==> src/rtl/player_ctrl_pkg.sv <==
// Shared constants and helpers for the front-panel player controller.
// Button indices select lanes of the per-button command vectors.
package player_ctrl_pkg;

  localparam int NUM_BTNS     = 4;
  localparam int BTN_NEXT     = 0;
  localparam int BTN_PRE      = 1;
  localparam int BTN_VOL_PLUS = 2;
  localparam int BTN_VOL_DEC  = 3;

  localparam logic [3:0] VOL_MAX = 4'd15;
  localparam logic [3:0] VOL_MIN = 4'd0;

  // Opposing commands in the same cycle cancel; both ends saturate.
  function automatic logic [3:0] vol_step(input logic [3:0] vol, input logic up, input logic down);
    if (up && !down && vol != VOL_MAX) return vol + 4'd1;
    if (down && !up && vol != VOL_MIN) return vol - 4'd1;
    return vol;
  endfunction

endpackage

==> src/rtl/btn_debounce.sv <==
// Raw button -> 2-flop synchronizer -> counter debouncer -> registered press pulse.
// With PLAYER_CTRL_AUTOREPEAT_EN the debounced level is also exported.
module btn_debounce #(
  parameter int DEBOUNCE_CYCLES = 1_000_000
) (
  input  logic clk,
  input  logic srst,
  input  logic raw,
`ifdef PLAYER_CTRL_AUTOREPEAT_EN
  output logic level,
`endif
  output logic pulse
);

  localparam int CW = (DEBOUNCE_CYCLES > 1) ? $clog2(DEBOUNCE_CYCLES) : 1;
  localparam logic [CW-1:0] CNT_LAST = CW'(DEBOUNCE_CYCLES - 1);

  logic          meta_reg;
  logic          sync_reg;
  logic          stable_reg;
  logic          stable_d_reg;
  logic          pulse_reg;
  logic [CW-1:0] cnt_reg;

  always_ff @(posedge clk) begin
    if (srst) begin
      meta_reg     <= 1'b0;
      sync_reg     <= 1'b0;
      stable_reg   <= 1'b0;
      stable_d_reg <= 1'b0;
      pulse_reg    <= 1'b0;
      cnt_reg      <= '0;
    end else begin
      meta_reg <= raw;
      sync_reg <= meta_reg;
      // The flip happens on the last of DEBOUNCE_CYCLES consecutive mismatches.
      if (sync_reg == stable_reg) begin
        cnt_reg <= '0;
      end else if (cnt_reg == CNT_LAST) begin
        stable_reg <= sync_reg;
        cnt_reg    <= '0;
      end else begin
        cnt_reg <= cnt_reg + 1'b1;
      end
      stable_d_reg <= stable_reg;
      pulse_reg    <= stable_reg & ~stable_d_reg;
    end
  end

`ifdef PLAYER_CTRL_AUTOREPEAT_EN
  assign level = stable_reg;
`endif
  assign pulse = pulse_reg;

endmodule

==> src/rtl/player_ctrl.sv <==
// Front-panel control: debounced command pulses, saturating volume, wrapping song index.
// Optional volume auto-repeat is built when PLAYER_CTRL_AUTOREPEAT_EN is defined.
module player_ctrl
  import player_ctrl_pkg::*;
#(
  parameter int DEBOUNCE_CYCLES = 1_000_000,
  parameter int NUM_SONGS       = 4,
  parameter int VOL_RESET       = 8,
  parameter int REPEAT_DELAY    = 50_000_000,
  parameter int REPEAT_RATE     = 20_000_000
) (
  input  logic                         CLK,
  input  logic                         RST_BTN,
  input  logic                         btn_next,
  input  logic                         btn_pre,
  input  logic                         btn_vol_plus,
  input  logic                         btn_vol_dec,
  input  logic                         i_song_done,
  output logic                         o_next,
  output logic                         o_pre,
  output logic                         o_vol_plus,
  output logic                         o_vol_dec,
  output logic [3:0]                   vol_level,
  output logic [$clog2(NUM_SONGS)-1:0] song_idx,
  output logic                         o_song_change
);

  localparam int IW = $clog2(NUM_SONGS);
  localparam logic [IW-1:0] SONG_LAST = IW'(NUM_SONGS - 1);

  if (NUM_SONGS < 2 || NUM_SONGS > 256 || DEBOUNCE_CYCLES < 1 ||
      REPEAT_DELAY < 2 || REPEAT_RATE < 2) begin : g_param_check
    $error("player_ctrl: illegal parameter value");
  end

  logic [NUM_BTNS-1:0] raw;
  logic [NUM_BTNS-1:0] deb_pulse;
  logic [NUM_BTNS-1:0] cmd;
  logic [3:0]          vol_reg;
  logic [IW-1:0]       song_reg;
  logic                change_reg;
  logic                inc;
  logic                dec;

  assign raw[BTN_NEXT]     = btn_next;
  assign raw[BTN_PRE]      = btn_pre;
  assign raw[BTN_VOL_PLUS] = btn_vol_plus;
  assign raw[BTN_VOL_DEC]  = btn_vol_dec;

`ifdef PLAYER_CTRL_AUTOREPEAT_EN
  logic [NUM_BTNS-1:0] level;
  logic [NUM_BTNS-1:0] rep_pulse;
`endif

  genvar gi;
  generate
    for (gi = 0; gi < NUM_BTNS; gi++) begin : g_btn
      btn_debounce #(
        .DEBOUNCE_CYCLES(DEBOUNCE_CYCLES)
      ) u_deb (
        .clk  (CLK),
        .srst (RST_BTN),
        .raw  (raw[gi]),
`ifdef PLAYER_CTRL_AUTOREPEAT_EN
        .level(level[gi]),
`endif
        .pulse(deb_pulse[gi])
      );
    end
  endgenerate

`ifdef PLAYER_CTRL_AUTOREPEAT_EN
  localparam logic [NUM_BTNS-1:0] REP_EN = (NUM_BTNS'(1) << BTN_VOL_PLUS) | (NUM_BTNS'(1) << BTN_VOL_DEC);
  localparam logic [31:0] DELAY_LAST = 32'(REPEAT_DELAY - 1);
  localparam logic [31:0] RATE_LAST  = 32'(REPEAT_RATE - 1);

  generate
    for (gi = 0; gi < NUM_BTNS; gi++) begin : g_rep
      logic [31:0] rep_cnt_reg;
      logic        first_reg;
      logic        rep_pulse_reg;

      // rep_cnt_reg counts cycles since the last command pulse on this button.
      always_ff @(posedge CLK) begin
        if (RST_BTN || !level[gi] || !REP_EN[gi]) begin
          rep_cnt_reg   <= '0;
          first_reg     <= 1'b1;
          rep_pulse_reg <= 1'b0;
        end else if (cmd[gi]) begin
          rep_cnt_reg   <= 32'd1;
          rep_pulse_reg <= 1'b0;
        end else begin
          rep_cnt_reg   <= rep_cnt_reg + 32'd1;
          rep_pulse_reg <= (rep_cnt_reg == (first_reg ? DELAY_LAST : RATE_LAST));
          if (rep_cnt_reg == (first_reg ? DELAY_LAST : RATE_LAST)) first_reg <= 1'b0;
        end
      end

      assign rep_pulse[gi] = rep_pulse_reg;
    end
  endgenerate

  assign cmd = deb_pulse | rep_pulse;
`else
  assign cmd = deb_pulse;
`endif

  assign inc = cmd[BTN_NEXT] | i_song_done;
  assign dec = cmd[BTN_PRE];

  always_ff @(posedge CLK) begin
    if (RST_BTN) begin
      vol_reg    <= 4'(VOL_RESET);
      song_reg   <= '0;
      change_reg <= 1'b0;
    end else begin
      vol_reg    <= vol_step(vol_reg, cmd[BTN_VOL_PLUS], cmd[BTN_VOL_DEC]);
      change_reg <= inc ^ dec;
      if (inc && !dec) begin
        song_reg <= (song_reg == SONG_LAST) ? '0 : song_reg + 1'b1;
      end else if (dec && !inc) begin
        song_reg <= (song_reg == '0) ? SONG_LAST : song_reg - 1'b1;
      end
    end
  end

  assign o_next        = cmd[BTN_NEXT];
  assign o_pre         = cmd[BTN_PRE];
  assign o_vol_plus    = cmd[BTN_VOL_PLUS];
  assign o_vol_dec     = cmd[BTN_VOL_DEC];
  assign vol_level     = vol_reg;
  assign song_idx      = song_reg;
  assign o_song_change = change_reg;

endmodule

==> config.mk <==
export PLATFORM = sky130hd
export DESIGN_NAME = player_ctrl
export DESIGN_NICKNAME = d
export VERILOG_FILES = /design/src/rtl/player_ctrl_pkg.sv /design/src/rtl/btn_debounce.sv /design/src/rtl/player_ctrl.sv
export SDC_FILE = /design/constraint.sdc
export NUM_CORES = 1
export LEC_CHECK = 0
export CORE_UTILIZATION = 60
export DETAILED_ROUTE_END_ITERATION = 8
export GPL_TIMING_DRIVEN = 1
export PLACE_DENSITY_LB_ADDON = 0.3
export SYNTH_ARGS = -nofsm -noshare
export SYNTH_HDL_FRONTEND = slang
export SYNTH_SLANG_ARGS = --single-unit
==> constraint.sdc <==
create_clock -name CLK -period 2.3 [get_ports CLK]
set_input_delay 0.23 -clock CLK [delete_from_list [all_inputs] [get_ports CLK]]
set_output_delay 0.23 -clock CLK [all_outputs]
set_load 0.01 [all_outputs]
==> flow_summary.json <==
{
  "clock.fmax_mhz": 475,
  "p_int_mw": 2.32,
  "hold_class": "reg -> reg",
  "synth_seq_area_share": 0.454,
  "core.rowCount": 31,
  "synth_cell_types": 43,
  "critical_path.max_fanout": 19,
  "ys_top_cells_by_count": "dfxtp_1, nor2_1, a21oi_1, nand3_1, nand2_1",
  "fillers": 591,
  "synth-edff-count": 0,
  "yosysTopAreaCell": "dfxtp_1",
  "yosysMostFrequentCell": "dfxtp_1",
  "gp_congestion": 0.813,
  "dieHeight_um": 90.7,
  "die_x_um": 90.7,
  "vias_per_cell": 5.75,
  "netlist_area_sq_um": 4720,
  "path_cells": "or4b_1 > or4_4 > o21ai_4 > nor2_1",
  "cellLeakagePower_nw": 1.58,
  "place_hpwl_mm": 6.01,
  "comb_power_share": 0.026,
  "drt-initial-drc-count": 102,
  "path_class": "reg -> reg",
  "p_per_area_nw_per_um2": 581,
  "cpPeakStageDelay_ns": 0.56,
  "seqCellArea_sq_um": 2140,
  "tightest_slew_ns": 0.487,
  "synth_fp_nets": 552,
  "post_cts_buffers": 0,
  "fin_total_pwr_mw": 2.99,
  "critPathTopFamily": "simple AND/OR/NAND/NOR gates",
  "cts_max_level": 3,
  "drive_gt1_frac": 0.0523,
  "hold_viol_final": 0,
  "grt_pass1_vias": 3504,
  "cts_tree": "yes",
  "synth_area_leaders": "dfxtp_1, xnor2_1, nor2_1, xor2_1, a21oi_1",
  "slowest_stage": "or4_4",
  "area_growth_pct": 9.07,
  "numPortBuffers": 17,
  "core-area_sq_um": 7410,
  "drt_pre_antenna_iters": 4,
  "start_util": 0.637,
  "seqPwrFrac": 0.626,
  "synth_cells": 536,
  "crit_path_end_kind": "flop",
  "cts-buffers-inserted": 9,
  "slew_violations": 0,
  "io_pins": 18,
  "ys_ff_latch": 107,
  "drc": 0,
  "grt_overflow": 0,
  "synthArstFlopShare": 0,
  "avgSynthCellArea_sq_um": 8.80,
  "antenna_left": 0,
  "cap_violations": 0,
  "relSlewSlack": 0.674,
  "largest_reg_flops": 80,
  "clk_pin_slew_worst_paths_ns": 0.09,
  "crit_arrival_ns": 2.35,
  "ir_worst_vdd_mv": 0.384,
  "grt_max_degree": 21,
  "max-clock-path-buffers": 2,
  "drt-total-wl_mm": 8.52,
  "switching_share": 0.222,
  "crit_required_ns": 2.55,
  "yosysWarningCount": 0,
  "multi_input_area_sq_um": 2420,
  "fin_area_sq_um": 5140,
  "period_share": 0.914,
  "antenna_cells": 0,
  "switchingPower_uw": 665,
  "clockRootBuffer": "clkbuf_8",
  "postCtsResizedCells": 0,
  "tns_ns": 0,
  "nets": 566,
  "synth_top_area_frac": 0.454,
  "synth_flop_cell": "dfxtp_1",
  "run_status": "finished, final reports clean",
  "vias": 3759,
  "antenna_found_initial": 0,
  "setup_viol": 0,
  "wl_per_cell_um": 13.0,
  "dpl_cell_area_sq_um": 4970,
  "cts_hold_buffers": 0,
  "worst-path-buf-inv": 0,
  "die_area_sq_um": 8220,
  "fin_crit_ns": 2.10,
  "grt_pass1_wl_mm": 15.0,
  "clock_skew_ns": 0.0114,
  "clock-sinks": 107,
  "clock_latency_ns": 0.37,
  "startpoint_type": "flop",
  "grt_util_all_layers": 0.223,
  "clkPwrFrac": 0.347,
  "grt_setup_unrepaired": "false"
}
area by class of cell:
class	instances	share of cell area
Multi-Input combinational cell	390	0.470
Sequential cell	107	0.416
Timing Repair Buffer	22	0.0404
Clock buffer	10	0.0268
Tap cell	99	0.0241
Inverter	20	0.0146
Clock inverter	6	0.00778
per-layer routing:
layer | up-vias | GRT usage | routed length (um)
li1 | 1927 | - | -
met2 | 58 | 0.395 | 4210
met4 | 0 | 0.0685 | 103
met5 | - | 0 | 0
met3 | 8 | 0.0539 | 281
met1 | 1766 | 0.266 | 3920
path summary, 6_finish.rpt:
check	from	to	slack, ns	cells past startpoint
setup / recovery	g_btn[3].u_deb.cnt_reg[12]	g_btn[3].u_deb.cnt_reg[3]	0.20	4
hold / removal	g_btn[1].u_deb.stable_d_reg	g_btn[1].u_deb.pulse	0.38	1
setup reg to reg	g_btn[3].u_deb.cnt_reg[12]	g_btn[3].u_deb.cnt_reg[3]	0.20	4
hold reg to reg	g_btn[1].u_deb.stable_d_reg	g_btn[1].u_deb.pulse	0.38	1
metrics by stage:
step | worst slack [ns] | instances | hold WS [ns] | util
final | 0.197 | 654 | 0.385 | 0.694
after floorplan | 0.380 | 536 | 0.309 | -
after global routing | 0.0557 | 654 | 0.411 | 0.694
after detailed placement | 0.193 | 638 | 0.372 | 0.670
after CTS | 0.188 | 654 | 0.385 | 0.694
after global placement | 0.254 | 638 | 0.372 | 0.670
power groups by stage:
| stage | logic (mW) | registers [mW] | clock network, mW |
|---|---|---|---|
| 2_1_floorplan | 0.0435 | 1.92 | 0 |
| 3_3_place_gp | 0.0773 | 1.92 | 0 |
| 3_5_place_dp | 0.0799 | 1.92 | 0 |
| 4_1_cts | 0.0802 | 1.87 | 1.07 |
| 5_1_grt | 0.0869 | 1.88 | 1.15 |
| 6_report | 0.0783 | 1.87 | 1.04 |
cells in the final DEF (no fill, tap or decap), types with 8 or more instances in the layout:
cell type	n
nand3_1	33
o31ai_1	17
ha_1	9
and3_1	9
nor3_1	10
clkdlybuf4s50_1	17
nand4_1	16
nor2b_1	18
dfxtp_1	107
nor4_1	8
o21ai_0	15
clkbuf_8	10
xor2_1	22
a21oi_1	33
inv_1	20
xnor2_1	27
o21a_1	8
nor2_1	61
or4_1	17
or3_1	19
nand2_1	29
cell families after synthesis:
logic type | after synthesis | synth area share
adder cells (fa/ha/maj) | 9 | 0.0239
XOR/XNOR | 49 | 0.0910
AND/OR/NAND/NOR | 249 | 0.288
AO/OA/AOI/OAI | 82 | 0.108
buffers and inverters | 39 | 0.0332
flip-flops | 107 | 0.454
multiplexers | 1 | 0.00212
worst register-to-register path, cell delays in order (launching register included):
cell,delay [ns]
dfxtp_1,0.36
or4b_1,0.53
or4_4,0.56
o21ai_4,0.42
nor2_1,0.11
(Power assumes the default switching activity.)
